==> config.mk <==
export PLATFORM = sky130hd
export DESIGN_NAME = fetch_unit
export DESIGN_NICKNAME = d
export VERILOG_FILES = /design/src/rtl/fetch_unit.sv
export SDC_FILE = /design/constraint.sdc
export NUM_CORES = 1
export LEC_CHECK = 0
export BUFFER_PORTS_ARGS = -buffer_cell sky130_fd_sc_hd__buf_2
export CAP_MARGIN = 15
export CORE_ASPECT_RATIO = 0.5
export CORE_MARGIN = 5
export CORE_UTILIZATION = 45
export DETAILED_ROUTE_END_ITERATION = 16
export PLACE_DENSITY = 0.7
export SYNTH_ARGS = -nofsm -noshare
export SYNTH_HDL_FRONTEND = slang
export SYNTH_SLANG_ARGS = --single-unit
==> constraint.sdc <==
create_clock -name clk -period 3.75 [get_ports clk]
set_input_delay 0 -clock clk [delete_from_list [all_inputs] [get_ports clk]]
set_output_delay 0 -clock clk [all_outputs]
set_load 0.01 [all_outputs]
==> src/rtl/fetch_unit.sv <==
// Instruction fetch stage for the 16-bit WISC core: owns the PC, fetches one word per
// req/rdy handshake and presents it with its PC until the decoder accepts it.
module fetch_unit #(
    parameter int                ADDR_W   = 16,
    parameter logic [ADDR_W-1:0] RESET_PC = '0
) (
    input  logic              clk,
    input  logic              rst_n,
    output logic              imem_req,
    output logic [ADDR_W-1:0] imem_addr,
    input  logic              imem_rdy,
    input  logic [15:0]       imem_data,
    input  logic              stall,
    input  logic              redirect,
    input  logic [ADDR_W-1:0] redirect_pc,
    input  logic              halt,
    output logic [15:0]       instr,
    output logic [ADDR_W-1:0] instr_pc,
    output logic [ADDR_W-1:0] pc_plus1,
    output logic              instr_valid,
    output logic              halted
);

    typedef enum logic [1:0] {IDLE, REQ, HOLD, HALTED} state_t;

    state_t            state, state_next;
    logic              req_next;
    logic [ADDR_W-1:0] addr_next;
    logic [15:0]       instr_next;
    logic [ADDR_W-1:0] instr_pc_next;
    logic [ADDR_W-1:0] pc_plus1_next;
    logic              valid_next;
    logic              halted_next;
    logic              pending, pending_next;
    logic [ADDR_W-1:0] pending_pc, pending_pc_next;

    // Wraps modulo 2^ADDR_W; no carry is reported.
    function automatic logic [ADDR_W-1:0] pc_inc(input logic [ADDR_W-1:0] pc);
        return pc + {{(ADDR_W-1){1'b0}}, 1'b1};
    endfunction

    always_comb begin
        state_next      = state;
        req_next        = imem_req;
        addr_next       = imem_addr;
        instr_next      = instr;
        instr_pc_next   = instr_pc;
        pc_plus1_next   = pc_plus1;
        valid_next      = instr_valid;
        halted_next     = halted;
        pending_next    = pending;
        pending_pc_next = pending_pc;

        case (state)
            IDLE: begin
                state_next = REQ;
                req_next   = 1'b1;
                addr_next  = RESET_PC;
            end
            REQ: begin
                if (imem_rdy) begin
                    // A redirect seen during this request (or in the rdy cycle) kills the word.
                    if (pending || redirect) begin
                        addr_next    = redirect ? redirect_pc : pending_pc;
                        pending_next = 1'b0;
                    end else begin
                        instr_next    = imem_data;
                        instr_pc_next = imem_addr;
                        pc_plus1_next = pc_inc(imem_addr);
                        valid_next    = 1'b1;
                        req_next      = 1'b0;
                        state_next    = HOLD;
                    end
                end else if (redirect) begin
                    pending_next    = 1'b1;
                    pending_pc_next = redirect_pc;
                end
            end
            HOLD: begin
                if (!stall && halt) begin
                    state_next  = HALTED;
                    valid_next  = 1'b0;
                    req_next    = 1'b0;
                    halted_next = 1'b1;
                end else if (redirect) begin
                    valid_next = 1'b0;
                    addr_next  = redirect_pc;
                    req_next   = 1'b1;
                    state_next = REQ;
                end else if (!stall) begin
                    valid_next = 1'b0;
                    addr_next  = pc_plus1;
                    req_next   = 1'b1;
                    state_next = REQ;
                end
            end
            HALTED: begin
                req_next    = 1'b0;
                valid_next  = 1'b0;
                halted_next = 1'b1;
            end
            default: state_next = IDLE;
        endcase
    end

    always_ff @(posedge clk or negedge rst_n) begin
        if (!rst_n) begin
            state       <= IDLE;
            imem_req    <= 1'b0;
            imem_addr   <= RESET_PC;
            instr       <= 16'h0000;
            instr_pc    <= '0;
            pc_plus1    <= '0;
            instr_valid <= 1'b0;
            halted      <= 1'b0;
            pending     <= 1'b0;
            pending_pc  <= '0;
        end else begin
            state       <= state_next;
            imem_req    <= req_next;
            imem_addr   <= addr_next;
            instr       <= instr_next;
            instr_pc    <= instr_pc_next;
            pc_plus1    <= pc_plus1_next;
            instr_valid <= valid_next;
            halted      <= halted_next;
            pending     <= pending_next;
            pending_pc  <= pending_pc_next;
        end
    end

endmodule

==> results of run 1 <==
-- state kept, by name, indices dropped and copies added (netlist names) --
register     flops
imem_addr       16
instr           16
instr_pc        16
pc_plus1        16
pending_pc      16
state            2
halted           1
imem_req         1
instr_valid      1
pending          1
-- cell families after synthesis --
logic type | synth area share
AOI/OAI and AO/OA | 0.08757
xor gates and xnor gates | 0.03054
adders and majority gates | 0.01558
buffers and inverters | 0.04737
DFF | 0.5360
muxes | 0.1854
and+or+nand+nor | 0.09754
-- placed cells by master (no fill, tap or decap), types with 2 or more instances in the layout --
cell | Yosys | layout
a21oi_1 | 19 | 19
a22oi_1 | 16 | 16
buf_2 | 5 | 103
buf_4 | 5 | 6
clkbuf_1 | 8 | 3
clkbuf_16 | 0 | 9
dfrtp_1 | 86 | 86
dlygate4sd3_1 | 0 | 34
ha_1 | 5 | 5
inv_1 | 21 | 21
mux2_2 | 51 | 51
mux2i_1 | 17 | 17
nand2_1 | 38 | 38
nand3_1 | 4 | 4
nand4_1 | 2 | 2
nor2_1 | 18 | 18
nor3_1 | 4 | 4
nor4_1 | 6 | 6
o21ai_0 | 2 | 2
o22ai_1 | 16 | 16
xnor2_1 | 14 | 14
-- final cells by class --
cell class / instances / area (um2) / area share
sequential: 86 / 2152 / 0.4104
multi-input combinational: 224 / 1674 / 0.3193
timing repair buffer: 144 / 920.9 / 0.1756
clock buffer: 12 / 236.5 / 0.04510
tap: 117 / 146.4 / 0.02792
inverter: 21 / 78.83 / 0.01503
clock inverter: 2 / 35.03 / 0.006681
-- path summary, 6_finish.rpt --
path	from	end	slack, ns	cells past startpoint
worst max-delay path	state[0]	imem_addr[10]	1.49	6
min in group asynchronous	rst_n	pending_pc[13]	0.20	2
worst max register to register	state[0]	imem_addr[10]	1.49	6
max in group asynchronous	rst_n	instr[15]	2.92	3
worst min-delay path	halt	imem_req	0.07	4
worst min register to register	instr_pc[6]	instr_pc[6]	0.50	1
-- critical path, cell delays in order (launching register included) --
cell     delay (ns)
dfrtp_1        0.40
inv_1          0.10
ha_1           0.67
inv_1          0.12
or2_2          0.37
nand3_4        0.28
mux2i_1        0.23
-- power by group --
group	internal [mW]	switching (mW)
logic	0.770	0.835
clock network	0.508	0.341
registers	1.32	0.291
total	2.60	1.47
-- layer usage --
| metal | vias to the layer above | track usage | share of wire |
|---|---|---|---|
| li1 | 1493 | - | - |
| met1 | 1584 | 0.2276 | 0.40 |
| met2 | 83 | 0.3215 | 0.53 |
| met3 | 17 | 0.04288 | 0.046 |
| met4 | 0 | 0.06767 | 0.019 |
| met5 | - | 0 | 0 |
-- repair_timing --
action                    4_1_cts  5_1_grt
resized for setup               0        0
setup buffers                   0        0
hold buffers                   34        0
hold endpoints to repair      119        0
==> impl_results.md, run 1 <==
* Pwr/cell area at 775.2 mW/mm2
* N_diodes at 0
* TritonCTS clock tree: built
* Crit path required time at 4.00 ns
* Core ar. at about 0.0087 mm2
* Peak VDD IR at 0.0003609 V
* Critical path arrival at around 2.5 ns
* Crit path time final at approximately 2.3 ns
* Crit Path Category: flip-flop to flip-flop
* CTS Buffer Depth at 2
* Max-Cap Viols at 0
* Clk sink count at 86
* Post-layout worst setup margin at 1.485 ns
* HP Class: input port to flip-flop
* Asr flop ratio synth at 1.000
* Crit path capture type: flip-flop
* Drt via density at approximately 5.2
* Flops & latches, synth at 86
* Height of the chip at roughly 77 um
* Placed Instances at between 500 and 600
* Mean Syn Cell Area at ~11 um2
* DRC violations left at 0
* RSZ-0062 raised after global routing: false
* H-Tree Depth at 3
* Width of the die at 143.6 um
* Worst hold slack at 0.06760 ns
* Layout area overhead at 30.60%
* Sequential share of the synthesized area at 0.5360
* Pleak at about 2.5 nW
* DP Worst Slack at between 1 and 1.5 ns
* Yosys warnings at 0
* Placed cell area at about 0.0046 mm2
* CTS clk-pin slew, worst paths at approximately 0.060 ns
* Crit-path max FO at 21
* Rows at 24
* Final Total Pwr at between 4 and 5 mW
* Final std cells w/o fill at 606
* Grt ovf at 0
* Primary FF master, synth: dfrtp_1
* Mapped Area at between 0.004 and 0.005 mm2
* Routability cong. at a little under 0.8
* Number of fill cells at 737
* Final Max Tran Viols at 0
* Slew HR at 0.4761
* Estimated wirelength of the detail-placed design at roughly 6600 um
* Die area at ~0.011 mm2
* Largest net degree at the start of global routing at just under 90
* First-pass GRT wire length at approximately 16000 um
* Layout cell share with drive strength beyond 1 at 0.3640
* Total negative slack at 0 ns
* CTS root buffer: clkbuf_16
* WL/cell at roughly 16 um
* Io pins at 105
* Startpoint types: flip-flop
* Final setup violation count at 0
* Cell taking the most area after synthesis: dfrtp_1
* Gate Count Post-Synth at approximately 350
* Synth cell count leaders: dfrtp_1, mux2_2, nand2_1
* Fmax at between 400 and 500 MHz
* Layout net count at about 530
* Port Buf Inserts at approximately 100
* Worst-Skew Late Latency at between 0.3 and 0.4 ns
* Area contributors post-synth: dfrtp_1, mux2_2, mux2i_1, nand2_1, xnor2_1
* CTS buffer count at 9
* DR vias at roughly 3200
* Final Cell Area at 0.005244 mm2
* Clock Skew at around 0.005 ns
* Period utilisation layout at 0.6040
* DRT iter0 DRCs at between 200 and 250
* Fin. Hold Viols at 0
* Actual slew at the worst max-slew pin at 0.7859 ns
* Antenna-violating nets left at 0
* Status: finished, final reports clean
* Count leader, synth: dfrtp_1
* Final wirelength at ~9600 um
* Synth cell types at 33
* Syn_nets at approximately 400
* Post-synth EDFFs at 0
* Post-layout util at 0.6022
* First-pass DRT Iterations at 4
* Vias in the first global route at ~3200
* Top cell type's share of synthesized area at 0.5360
* Tot GR Track Use at 0.1861
* Initial Utilization at 0.4611
* Antenna violations before repair at 0
(Power assumes the default switching activity.)
==> inputs of run 2 (changes only) <==
PLACE_DENSITY = 0.72   (was 0.7)
clock period = 1.9 ns   (was 3.75 ns; I/O delays follow)
==> run 2 against run 1 <==
Clock-buffer cell count stayed put. Via count is 2.3% higher. Critical path depth stayed put. Total power is 110% higher. Register-to-register slack worse by 1.4 ns. Largest cell class unchanged.
==> impl_results.md, run 2 (synthesis results as in run 1) <==
* Clk pwr share at 0.218 (was 0.209)
* Internal power at 5.429 mW (was 2.598 mW)
* Crit path time final at 1.803 ns (was 2.265 ns)
* H-Tree Depth at 3 (unchanged)
* Final Max Tran Viols at 0 (unchanged)
* HP Class: input port to flip-flop (unchanged)
* Critical path origin: state[1] (was state[0])
* Period utilisation layout at 0.9489 (was 0.6040)
* CTS root buffer: clkbuf_16 (unchanged)
* DRT iter0 DRCs at 226 (was 204)
* Routability cong. at 0.7982 (was 0.7946)
* FF-to-FF Start: state[1] (was state[0])
* First-pass GRT wire length at 17010 um (was 16270 um)
* DP Worst Slack at -0.1965 ns (was 1.479 ns)
* Crit-path max cell delay at 0.40 ns (was 0.67 ns)
* Final wirelength at 10430 um (was 9642 um)
* Number of fill cells at 698 (was 737)
* M1 WL at 4495 um (was 3887 um)
* Slowest CP cell: dfrtp_1 (was ha_1)
* N_diodes at 0 (unchanged)
* Drt via density at 5.233 (was 5.243)
* Estimated wirelength of the detail-placed design at 6810 um (was 6581 um)
* CTS Buffer Depth at 2 (unchanged)
* Actual slew at the worst max-slew pin at 0.7704 ns (was 0.7859 ns)
* Worst path cell trace: inv_1 -> ha_1 -> buf_6 -> and3_4 -> clkbuf_16 -> mux2_2 (was inv_1 -> ha_1 -> inv_1 -> or2_2 -> nand3_4 -> mux2i_1)
* Status: finished, final reports clean (unchanged)
* Final std cells w/o fill at 621 (was 606)
* Fmax at 554.6 MHz (was 441.5 MHz)
* Sequential power share at 0.375 (was 0.396)
* Antenna-violating nets left at 0 (unchanged)
* Final setup violation count at 0 (unchanged)
* Io pins at 105 (unchanged)
* Pwr/cell area at 1553 mW/mm2 (was 775.2 mW/mm2)
* Layout net count at 542 (was 529)
* Post-layout worst setup margin at 0.09703 ns (was 1.485 ns)
* Pleak at 2.574 nW (was 2.468 nW)
* Height of the chip at 76.79 um (unchanged)
* Placed Instances at 568 (was 557)
* Port Buf Inserts at 104 (unchanged)
* Die area at 0.01103 mm2 (unchanged)
* Startpoint types: flip-flop (unchanged)
* Rows at 24 (unchanged)
* P_sw at 3.028 mW (was 1.467 mW)
* Layout cell share with drive strength beyond 1 at 0.3909 (was 0.3640)
* Worst hold slack at 0.08000 ns (was 0.06760 ns)
* Met2 wire len at 5257 um (was 5130 um)
* Most frequent cells in the layout: buf_2, dfrtp_1, mux2_2 (unchanged)
* Most common cell after layout, fill and taps aside: buf_2 (unchanged)
* Fin. Hold Viols at 0 (unchanged)
* Worst-Skew Late Latency at 0.34 ns (about the same)
* Width of the die at 143.6 um (unchanged)
* Tot GR Track Use at 0.1926 (was 0.1861)
* Crit-path max FO at 20 (was 21)
* TritonCTS clock tree: built (unchanged)
* Min-delay src: halt (unchanged)
* Clock Skew at 0.005057 ns (was 0.004863 ns)
* DRC violations left at 0 (unchanged)
* Initial Utilization at 0.4611 (unchanged)
* Combinational power share at 0.407 (was 0.395)
* Core ar. at 0.008708 mm2 (unchanged)
* Total negative slack at 0 ns (unchanged)
* Antenna violations before repair at 0 (unchanged)
* Grt ovf at 0 (unchanged)
* Final Total Pwr at 8.457 mW (was 4.065 mW)
* Crit path required time at 2.12 ns (was 4.00 ns)
* DR WL met3 at 546 um (was 440 um)
* Layout area overhead at 35.62% (was 30.60%)
* WL/cell at 16.80 um (was 15.91 um)
* CTS clk-pin slew, worst paths at 0.06 ns (about the same)
* Critical path arrival at 2.02 ns (was 2.52 ns)
* Max-Cap Viols at 0 (unchanged)
* Vias in the first global route at 3370 (was 3236)
* CTS buffer count at 9 (unchanged)
* Crit path capture type: flip-flop (unchanged)
* Peak VDD IR at 0.0006000 V (was 0.0003609 V)
* RSZ-0062 raised after global routing: true (was false)
* First-pass DRT Iterations at 4 (unchanged)
* DR vias at 3250 (was 3177)
* Crit Path Category: flip-flop to flip-flop (unchanged)
* Slew HR at 0.4858 (was 0.4761)
* Clk sink count at 86 (unchanged)
* Sw frac at 0.3581 (was 0.3608)
* Largest net degree at the start of global routing at 49 (was 87)
* Max layer used: met4 (unchanged)
## run 2: area by class of cell
class | count | area (um2) | share of cell area
Inverter | 21 | 78.83 | 0.01448
Clock buffer | 12 | 266.5 | 0.04894
Timing Repair Buffer | 157 | 1069 | 0.1962
Multi-Input combinational cell | 224 | 1680 | 0.3086
Tap cell | 117 | 146.4 | 0.02688
Sequential cell | 86 | 2152 | 0.3952
Clock inverter | 4 | 52.55 | 0.009651
## run 2: worst paths after layout
path	to	slack, ns	cells past startpoint
max	pc_plus1[0]	0.1	6
min	imem_req	0.08	4
max reg2reg	pc_plus1[0]	0.1	6
min reg2reg	halted	0.47	2
max in group asynchronous	instr_pc[6]	1.07	3
min in group asynchronous	halted	0.18	2
## run 2: power groups by stage
stage | combinational, mW | sequential [mW] | clock [mW]
3_5_place_dp | 3.28 | 3.18 | 0
4_1_cts | 3.41 | 3.16 | 1.89
5_1_grt | 3.75 | 3.26 | 1.98
3_3_place_gp | 3.18 | 3.15 | 0
6_report | 3.44 | 3.17 | 1.84
2_1_floorplan | 1.85 | 3.35 | 0
## run 2: worst max-delay path, delay by kind of cell (launching register included)
family / cells / cell delay, ns
adder cells (fa/ha/maj): 1 / 0.19
AND/OR/NAND/NOR: 1 / 0.26
flip-flops: 1 / 0.40
multiplexers: 1 / 0.34
buffers and inverters: 3 / 0.48
## run 2: what timing repair did
action	CTS	global route
buffers inserted	1	1
gates cloned	0	1
gates resized for setup	1	3
endpoints found under the hold margin	71	0
setup endpoints to repair	16	43
hold buffers	34	0
pin swaps	1	1
## run 2: metrics by stage
| stage | cell area (um2) | utilization |
|---|---|---|
| CTS | 5401 | 0.6203 |
| global placement | 4720 | 0.5420 |
| detailed placement | 4720 | 0.5420 |
| global route | 5445 | 0.6253 |
| finish | 5445 | 0.6253 |
| floorplan | 4015 | - |
## run 2: per-layer routing
layer,vias up,GRT usage
li1,1530,-
met1,1622,0.2424
met2,85,0.3295
met3,13,0.05034
met4,0,0.05169
met5,-,0
